`src/rtl/id_ex_operand_stage.sv`:
```
// id_ex_operand_stage: decode-to-execute register stage with EX/MEM/WB operand bypass,
// load-use stall and a valid/ready handshake toward execute.
module id_ex_operand_stage #(
  parameter int CTRL_W      = 16,
  parameter int STALL_CNT_W = 16
) (
  input  logic                   clk,
  input  logic                   rst,
  input  logic                   in_valid,
  output logic                   in_ready,
  input  logic [31:0]            in_pc,
  input  logic [4:0]             in_rs1,
  input  logic [4:0]             in_rs2,
  input  logic                   in_use_rs1,
  input  logic                   in_use_rs2,
  input  logic [4:0]             in_rd,
  input  logic [31:0]            in_imm,
  input  logic [CTRL_W-1:0]      in_ctrl,
  output logic [4:0]             rf_a1,
  output logic [4:0]             rf_a2,
  input  logic [31:0]            rf_rd1,
  input  logic [31:0]            rf_rd2,
  input  logic                   ex_we,
  input  logic [4:0]             ex_rd,
  input  logic [31:0]            ex_data,
  input  logic                   ex_is_load,
  input  logic                   mem_we,
  input  logic [4:0]             mem_rd,
  input  logic [31:0]            mem_data,
  input  logic                   wb_we,
  input  logic [4:0]             wb_rd,
  input  logic [31:0]            wb_data,
  input  logic                   flush,
  output logic                   out_valid,
  input  logic                   out_ready,
  output logic [31:0]            out_pc,
  output logic [31:0]            out_rs1_val,
  output logic [31:0]            out_rs2_val,
  output logic [31:0]            out_imm,
  output logic [4:0]             out_rd,
  output logic [CTRL_W-1:0]      out_ctrl,
  output logic [STALL_CNT_W-1:0] stall_cnt
);
  logic                   r_valid;
  logic [31:0]            r_pc, r_rs1_val, r_rs2_val, r_imm;
  logic [4:0]             r_rd;
  logic [CTRL_W-1:0]      r_ctrl;
  logic [STALL_CNT_W-1:0] r_stall_cnt;
  logic [31:0]            w_op1, w_op2;
  logic                   w_hazard, w_advance;
  // A load in EX has no data yet, so it never bypasses; the hazard logic stalls instead.
  always_comb begin
    w_op1 = in_rs1 == 5'd0 ? 32'd0 :
            (ex_we && !ex_is_load && ex_rd == in_rs1) ? ex_data :
            (mem_we && mem_rd == in_rs1) ? mem_data :
            (wb_we && wb_rd == in_rs1) ? wb_data : rf_rd1;
    w_op2 = in_rs2 == 5'd0 ? 32'd0 :
            (ex_we && !ex_is_load && ex_rd == in_rs2) ? ex_data :
            (mem_we && mem_rd == in_rs2) ? mem_data :
            (wb_we && wb_rd == in_rs2) ? wb_data : rf_rd2;
  end
  assign w_hazard  = in_valid && ex_is_load && ex_we && ex_rd != 5'd0 &&
                     ((in_use_rs1 && in_rs1 == ex_rd) || (in_use_rs2 && in_rs2 == ex_rd));
  assign w_advance = !r_valid || out_ready;
  assign in_ready  = flush || (w_advance && !w_hazard);
  assign rf_a1     = in_rs1;
  assign rf_a2     = in_rs2;
  always_ff @(posedge clk or posedge rst) begin
    if (rst) begin
      r_valid     <= 1'b0;
      r_pc        <= '0;
      r_rs1_val   <= '0;
      r_rs2_val   <= '0;
      r_imm       <= '0;
      r_rd        <= '0;
      r_ctrl      <= '0;
      r_stall_cnt <= '0;
    end else if (flush) begin
      r_valid <= 1'b0;
    end else if (w_advance) begin
      if (w_hazard) begin
        r_valid     <= 1'b0;
        r_stall_cnt <= r_stall_cnt + {{(STALL_CNT_W-1){1'b0}}, ~&r_stall_cnt};
      end else begin
        r_valid <= in_valid;
        if (in_valid) begin
          r_pc      <= in_pc;
          r_rs1_val <= w_op1;
          r_rs2_val <= w_op2;
          r_imm     <= in_imm;
          r_rd      <= in_rd;
          r_ctrl    <= in_ctrl;
        end
      end
    end
  end
  assign out_valid   = r_valid;
  assign out_pc      = r_pc;
  assign out_rs1_val = r_rs1_val;
  assign out_rs2_val = r_rs2_val;
  assign out_imm     = r_imm;
  assign out_rd      = r_rd;
  assign out_ctrl    = r_ctrl;
  assign stall_cnt   = r_stall_cnt;
endmodule

```
`config.mk`:
```
export PLATFORM = sky130hd
export DESIGN_NAME = id_ex_operand_stage
export DESIGN_NICKNAME = d
export VERILOG_FILES = /design/src/rtl/id_ex_operand_stage.sv
export SDC_FILE = /design/constraint.sdc
export NUM_CORES = 1
export LEC_CHECK = 0
export CAP_MARGIN = 20
export CELL_PAD_IN_SITES_DETAIL_PLACEMENT = 0
export CELL_PAD_IN_SITES_GLOBAL_PLACEMENT = 2
export CORE_MARGIN = 2
export CORE_UTILIZATION = 25
export DETAILED_ROUTE_END_ITERATION = 8
export PLACE_DENSITY_LB_ADDON = 0.1
export SKIP_CTS_REPAIR_TIMING = 1
export SYNTH_ARGS = -nofsm -noshare
export SYNTH_HDL_FRONTEND = slang
export SYNTH_SLANG_ARGS = --single-unit
```
`constraint.sdc`:
```
create_clock -name clk -period 10.1 [get_ports clk]
set_input_delay 1.515 -clock clk [delete_from_list [all_inputs] [get_ports clk]]
set_output_delay 1.515 -clock clk [all_outputs]
set_load 0.01 [all_outputs]
```
==> flow_summary.ini, run 1 <==
[placed_design]
port_buffers = 457
dp_hpwl_um = 26800
gp_congestion = 0.780
placed_cells = 1659

[timing]
worst_pin_slew_ns = 1.12
finalMaxSlewViolations = 0
max_freq_mhz = 183
min_period_over_period = 0.541
rsz0062_at_grt = false
worst_hold_slack_ns = 0.492
setup_viol = 0
hold_violations = 0
fin_crit_ns = 5.46
final.setup.tns_ns = 0
skew_ns = 0.00843
maxSlewHeadroom = 0.255

[cts]
cts_sinks = 166
clk_pin_slew_ns = 0.06
htreeDepth = 4
cts.root.buffer_cell = clkbuf_16
clk_latency_ns = 0.44
clk_path_buf_depth = 2
cts_tree = done
cts_buffers = 17

[critical_path]
cp-end-kind = output port
worstPathMaxFanout = 8
worstSetupPathType = input pin to output port
arrival_ns = 3.95
rr_worst_depth = 6
required_ns = 8.59
worstSetupStartpointType = input pin

[yosys]
muxShareOfSynthArea = 0.208
ys_top_cells_by_area = dfrtp_1, mux2_2, mux2_4, nand2_1, xor2_1
netlist_area_um2 = 8820
synth.avg_cell_area_um2 = 11.0
ys_warn_count = 0
synth_top_family_by_area = multiplexers
synthFlopType = dfrtp_1
yosys.area.top_type = dfrtp_1
ys_ff_latch = 166
async_flop_share = 1.00
ys_seq_area_frac = 0.471
synth-compound-area-share = 0.119
synth_cell_types = 40
syn-num-nets = 1086
synth_xor_area_frac = 0.0437
synthAdderAreaFrac = 0.00426
yosys.area_share.simple = 0.116
syn-instance-count = 802
yosysTopAreaCellShare = 0.471
synth_edf_count = 0

[min_path]
worstHoldPathType = flip-flop to flip-flop
holdPathStages = 2

[detailed_routing]
drtIter0Drc = 280
drt_first_pass_iters = 4
wl_um = 37000
wl_per_cell_um = 21.9
vias = 7945
route.detailed.drc = 0
ant_nets = 0
vias_per_cell = 4.69

[finish]
final_nets = 1507
fillers = 3350
drive_gt1_frac = 0.141
stdcell_count = 1693
layout_common_cells = clkdlybuf4s50_1, dfrtp_1, nand2_1
syn_to_final_growth_pct = 63.1
layout_commonest_cell = clkdlybuf4s50_1

[floorplan]
start_util = 0.255
chipWidth_um = 192
core-area_um2 = 34600
dieArea_um2 = 36800
pin_count = 458
rows = 68
die_y_um = 192

[global_routing]
grt_max_degree = 72
grt_pass1_vias = 8205
grt.overflow.total = 0
grt_pass1_wl_um = 53300
gr-usage-all-layers = 0.198
antenna_found_initial = 7

[flow_run]
maxCapViolations = 0

[pwr]
peakVddDrop_uv = 116
power.density_nw_per_um2 = 150
p_leak_nw = 6.08

[run_status]
outcome = completed
[layer usage]
metal	up-vias	share of wire	track usage
met2	308	0.48	0.336
met3	41	0.097	0.0789
met4	10	0.017	0.0556
li1	3744	-	-
met5	-	0.0016	0
met1	3842	0.41	0.230
[report_power, final]
group	internal, mW	switching (mW)
Sequential	0.767	0.0550
Clock	0.417	0.287
Combinational	0.387	0.246
[path summary, 6_finish.rpt]
kind / startpoint / end / slack, ns
setup / recovery: ex_rd[1] / in_ready / 4.64
hold / removal: out_rs2_val[5]$_DFFE_PP0P_ / out_rs2_val[5]$_DFFE_PP0P_ / 0.49
setup reg to reg: out_valid$_DFFE_PP0P_ / out_rs2_val[7]$_DFFE_PP0P_ / 7.34
hold reg to reg: out_rs2_val[5]$_DFFE_PP0P_ / out_rs2_val[5]$_DFFE_PP0P_ / 0.49
max in group asynchronous: rst / out_imm[13]$_DFFE_PP0P_ / 7.35
min in group asynchronous: rst / out_rs1_val[14]$_DFFE_PP0P_ / 1.46
[flip-flops by register name (all words and copies together) (netlist names)]
signal / flops
out_rd: 5
out_valid: 1
out_pc: 32
out_imm: 32
out_rs2_val: 32
stall_cnt: 16
out_ctrl: 16
out_rs1_val: 32
[through the flow]
step	utilization	total power, mW	setup WS [ns]	instance area, um2
2_1_floorplan	-	1.07	4.09	8820
3_3_place_gp	0.397	1.47	4.64	13800
3_5_place_dp	0.397	1.47	4.62	13800
4_1_cts	0.415	2.19	4.62	14400
5_1_grt	0.415	2.27	4.50	14400
6_report	0.415	2.16	4.64	14400
[cell type report]
cell class / count / area (um2) / area share
diodes: 2 / 5.00 / 0.000348
clock buffers: 22 / 484 / 0.0337
clock inverters: 10 / 143 / 0.00992
inverters: 3 / 16.3 / 0.00113
multi-input cells: 568 / 4360 / 0.303
flip-flops and latches: 166 / 4150 / 0.289
well taps: 455 / 569 / 0.0396
repair buffers: 467 / 4650 / 0.323
[synth_stat cells (2+ instances only)]
master	count
buf_1	5
nor2b_1	2
nand4_1	5
and3_1	3
nor2_1	45
nor3_1	5
or4_1	3
inv_1	3
nand3_2	2
mux2i_1	32
ha_1	3
mux2_4	46
a311o_1	31
o21ai_1	4
buf_6	5
o211a_1	2
o21ai_0	29
nand2_1	141
dfrtp_1	166
a211o_1	2
buf_2	7
o211ai_1	31
xor2_1	37
nor3_2	2
mux2_2	73
buf_4	11
xnor2_1	7
nand3_1	15
nor4_1	8
clkbuf_1	37
a32oi_1	31
[critical path, cell delays in order]
cell and delay [ns]:
clkdlybuf4s50_1 0.47, or4_1 0.57, o211a_1 0.26, nand3_2 0.19
nand2_1 0.18, o21ai_0 0.20, clkdlybuf4s50_1 0.57
[cells by family (layout without fill, tap and decap cells)]
logic type / count (synthesis) / after routing
AOI/OAI and AO/OA: 134 / 134
xor gates and xnor gates: 44 / 44
adders and majority gates: 3 / 3
buffers and inverters: 68 / 502
DFF: 166 / 166
muxes: 151 / 151
other: 0 / 2
and+or+nand+nor: 236 / 236
No activity file was read; power rests on OpenSTA's default activity.
==> run 2, diff against run 1 <==
- CORE_UTILIZATION: 25 -> 21
- clock period: 10.1 -> 4.8 ns (I/O delays scaled with it)
==> flow_summary.ini, run 2 (same netlist as run 1, synthesis figures left out) <==
[run_status]
outcome = completed

[pwr]
p_switching_mw = 1.29
p_sw_frac = 0.286
pwr-share-seq = 0.383
clock_power_share = 0.322
power.internal_mw = 3.23
p_leak_nw = 6.12
combPwrFrac = 0.296
power.density_nw_per_um2 = 311
peakVddDrop_uv = 214

[finish]
drive_gt1_frac = 0.145
layout_common_cells = clkdlybuf4s50_1, dfrtp_1, nand2_1
post-route-util = 0.349
layout_commonest_cell = clkdlybuf4s50_1
syn_to_final_growth_pct = 65.0
fillers = 4267
final_nets = 1516

[detailed_routing]
wl_um = 39900
vias_per_cell = 4.47
vias = 7983
route.detailed.drc = 0
drt_first_pass_iters = 4
wl_per_cell_um = 22.4
drtIter0Drc = 371
ant_nets = 0

[cts]
cts_tree = done
clk_latency_ns = 0.49
cts_buffers = 17
clk_path_buf_depth = 2
cts_sinks = 166
cts.root.buffer_cell = clkbuf_16
htreeDepth = 4
clk_pin_slew_ns = 0.07

[timing]
finalMaxSlewViolations = 0
min_period_over_period = 0.825
worst_pin_slew_ns = 1.03
final.setup.tns_ns = 0
skew_ns = 0.0155
maxSlewHeadroom = 0.313
max_freq_mhz = 253
rsz0062_at_grt = false
setup_viol = 0
fin_crit_ns = 3.96
hold_violations = 0

[placed_design]
dp_hpwl_um = 28400
gp_congestion = 0.725
port_buffers = 457

[critical_path]
timing.rr.start = out_valid$_DFFE_PP0P_
r2r_end = out_rd[0]$_DFFE_PP0P_
rr_worst_depth = 5
worstSetupStartpointType = input pin
arrival_ns = 3.24
slowest_stage = clkdlybuf4s50_1
cp_cell_sequence = clkdlybuf4s50_1 -> or4_1 -> o211a_1 -> nand3_2 -> nand2_1 -> o21ai_0 -> clkdlybuf4s50_1
worstSetupPathType = input pin to output port
required_ns = 4.08
worstPathMaxFanout = 8
slowest_delay_ns = 0.61
path_common_cell = clkdlybuf4s50_1
rrSetupSlack_ns = 2.41
cp-end-kind = output port

[floorplan]
rows = 75
start_util = 0.212
pin_count = 458
dieArea_um2 = 43700
die_y_um = 209
core-area_um2 = 41700
chipWidth_um = 209

[min_path]
hold_start = out_rs1_val[22]$_DFFE_PP0P_
min_to = out_rs1_val[22]$_DFFE_PP0P_
worstHoldPathType = flip-flop to flip-flop
holdPathStages = 2

[global_routing]
grt_pass1_vias = 8552
grt.overflow.total = 0
antenna_found_initial = 3
grt_pass1_wl_um = 58700
gr-usage-all-layers = 0.185
grt_max_degree = 103

[flow_run]
maxCapViolations = 0
-- run 2: cell types whose count changed in the layout (fill, tap and decap cells not counted), sizes merged --
cell | before | now
buf | 10 | 19
bufinv | 3 | 2
clkinv | 1 | 3
diode | 2 | 1
inv | 5 | 4
-- run 2: cell type report --
class	count	area [um2]	area share
antenna	1	2.50	0.000172
multi-input combinational	568	4370	0.300
clock buffer	22	464	0.0319
tap	539	674	0.0463
timing repair buffer	476	4750	0.327
sequential	166	4150	0.285
clock inverter	10	119	0.00817
inverter	3	15.0	0.00103
-- run 2: worst max-delay path by stage --
| stage | from | to | slack (ns) | cells past startpoint |
|---|---|---|---|---|
| after floorplan | rst | out_ctrl[0]$_DFFE_PP0P_ | 1.97 | 1 |
| after global placement | ex_rd[1] | in_ready | 0.86 | 7 |
| after detailed placement | ex_rd[1] | in_ready | 0.82 | 7 |
| after CTS | ex_rd[1] | in_ready | 0.82 | 7 |
| after global routing | ex_rd[1] | in_ready | 0.73 | 7 |
| final | ex_rd[1] | in_ready | 0.84 | 7 |
-- run 2: power by group through the flow --
| stage | combinational (mW) | clock, mW | sequential [mW] |
|---|---|---|---|
| finish | 1.34 | 1.45 | 1.73 |
| global route | 1.44 | 1.56 | 1.76 |
| CTS | 1.36 | 1.53 | 1.73 |
| detailed placement | 1.35 | 0 | 1.76 |
| global placement | 1.36 | 0 | 1.75 |
| floorplan | 0.399 | 0 | 1.85 |
-- run 2: worst max-delay path: cells and delay by family --
family | cells | cell delay [ns]
and+or+nand+nor | 3 | 0.96
buffers and inverters | 2 | 1.07
AOI/OAI and AO/OA | 2 | 0.48
-- run 2: per-layer routing --
metal | GRT usage | up-vias | part of all wire
li1 | - | 3761 | -
met1 | 0.225 | 3907 | 0.42
met2 | 0.300 | 281 | 0.48
met3 | 0.0762 | 30 | 0.082
met4 | 0.0527 | 4 | 0.014
met5 | 0 | - | 0.00073
-- run 2: stage by stage --
| stage | setup WS (ns) | instances | hold slack, ns | cell area [um2] | total power [mW] |
|---|---|---|---|---|---|
| after global routing | 0.728 | 1785 | 0.509 | 14600 | 4.76 |
| after CTS | 0.822 | 1784 | 0.493 | 14600 | 4.62 |
| after floorplan | 1.97 | 802 | 0.516 | 8820 | 2.25 |
| after detailed placement | 0.823 | 1752 | 0.482 | 14000 | 3.11 |
| after global placement | 0.856 | 1752 | 0.474 | 14000 | 3.11 |
| final | 0.840 | 1785 | 0.495 | 14600 | 4.52 |
==> variant (config.mk and constraints of run 2) <==
Make the reset (`rst`) synchronous in one clocked block.
--- a/src/rtl/id_ex_operand_stage.sv
+++ b/src/rtl/id_ex_operand_stage.sv
@@ -65,7 +65,7 @@
   assign in_ready  = flush || (w_advance && !w_hazard);
   assign rf_a1     = in_rs1;
   assign rf_a2     = in_rs2;
-  always_ff @(posedge clk or posedge rst) begin
+  always_ff @(posedge clk) begin
     if (rst) begin
       r_valid     <= 1'b0;
       r_pc        <= '0;
Formal check against the unedited RTL: differs if rst is asserted again (counterexample within 4 cycles, from zero or initial values and one cycle with rst high); with rst held inactive, the same outputs for 4 cycles.
==> variant against run 2 <==
  * Total power is 18% lower
  * Combinational power shrank 41%
  * Area after synthesis is 3.7% lower
  * Utilization grew 0.44 points
  * Clock skew shrank 5.2 ps
  * Worst setup slack better by 180 ps
  * Final area down 3.2%
  * Routed wire length rose by 8.3%
  * Sequential cell count unchanged
  * Critical path type unchanged
  * Critical endpoint unchanged
  * Highest routed layer unchanged
==> variant: results (changes against run 2) <==
- Clock Skew: 10.3 ps (-5.23 ps)
- Signal buffers: 475 (-0.21%)
- Vias in the first global route: 9,428 (+10%)
- Register area share after synthesis: 0.391 (-0.0798)
- Root Buffer: clkbuf_16
- Pre-CTS setup slack: 1010 ps (+192 ps)
- Multi-input gates: 809 (+42%)
- CP arrival: 3060 ps (-180 ps)
- # fillers: 4,297 (+0.70%)
- Status: completed
- Met3 Use GR: 0.0730 (-0.00318)
- Seq area share: 0.236 (-0.0495)
- Library cells used by synthesis: 41 (+2.5%)
- Die area: 42,100 sq um (-3.6%)
- Ratio of cells with drive above 1 in the final layout: 0.0461 (-0.0993)
- Total GRT Usage: 0.202 (+0.0171)
- Routability Congestion: 0.802 (+11%)
- Non-clk invs: 36 (+33)
- Pleak: 5.16 nW (-16%)
- Placed Cells: 2,011 (+15%)
- Number of clock buffers in the layout: 19 (-14%)
- Routed len/inst: 21.1 um (-5.5%)
- Fraction of area in multi-input gates: 0.330 (+0.0297)
- Ys async rst share: 0 (-1.00)
- Commonest cells post-synth: 275 x nand2_1, 166 x dfxtp_1, 116 x nor2_1, 88 x a21oi_1, 66 x clkbuf_1
- Total CTS buffers: 17 (unchanged)
- Clk pwr share: 0.388 (+0.066)
- Worst Tran Pin Value: 1030 ps (-1.27 ps)
- PD cells: 263 nW/um^2 (-15%)
- Peak VDD IR: 0.244 mV (+14%)
- GR Util met1: 0.250 (+0.0252)
- Largest net degree at the start of global routing: 86 (-17%)
- Avg Cell Area, Syn: 7.63 sq um (-31%)
- First-pass GRT wire length: 63,200 um (+7.5%)
- GR Layer Usage met2: 0.336 (+0.0363)
- Worst-Skew Late Latency: 450 ps (-40 ps)
- Antenna violations before repair: 5 (+2)
- Post-synth net total: 1,398 (+29%)
- DRT iter0 DRCs: 476 (+28%)
- DRT Pass-1 Iters: 6 (+2)
- Dpl cell area: 13,500 sq um (-3.4%)
- Non-clk buf share: 0.336 (+0.00890)
- Met3 Wirelength: 3730 um (+13%)
- Seq pwr share: 0.399 (+0.016)
- CP Max Fanout: 5 (-3)
- Met1 wire length: 18,400 um (+8.6%)
- Met2 Wirelength: 20,700 um (+8.4%)
- Synth top area cells: dfxtp_1 39%, nand2_1 12%, a22o_1 6.6%
- Final design utilization: 0.354 (+0.00441)
- Routed WL: 43,300 um (+8.3%)
- Antenna fix cells: 4 (+3)
[variant: cell families (layout without fill, tap and decap cells)]
logic type	count (synthesis)	after routing	share of synthesized area
AOI/OAI and AO/OA	320	320	0.274
xor gates and xnor gates	42	42	0.0433
adders and majority gates	3	3	0.00442
buffers and inverters	139	543	0.0716
DFF	166	166	0.391
muxes	2	2	0.00236
other	0	4	0
and+or+nand+nor	442	442	0.213
[variant: final timing paths]
kind	to	cells past startpoint	slack (ps)	from
setup / recovery	in_ready	7	1020	in_rs1[1]
hold / removal	out_imm[1]$_SDFFE_PP0P_	2	450	out_imm[1]$_SDFFE_PP0P_
setup reg to reg	stall_cnt[14]$_SDFFE_PP0P_	10	2330	stall_cnt[5]$_SDFFE_PP0P_
hold reg to reg	out_imm[1]$_SDFFE_PP0P_	2	450	out_imm[1]$_SDFFE_PP0P_
[variant: tightest hold or removal path, delay by kind of cell (launching register included)]
family / cells / cell delay [ps]
compound gates: 1 / 50
flops: 1 / 310
simple gates: 1 / 50
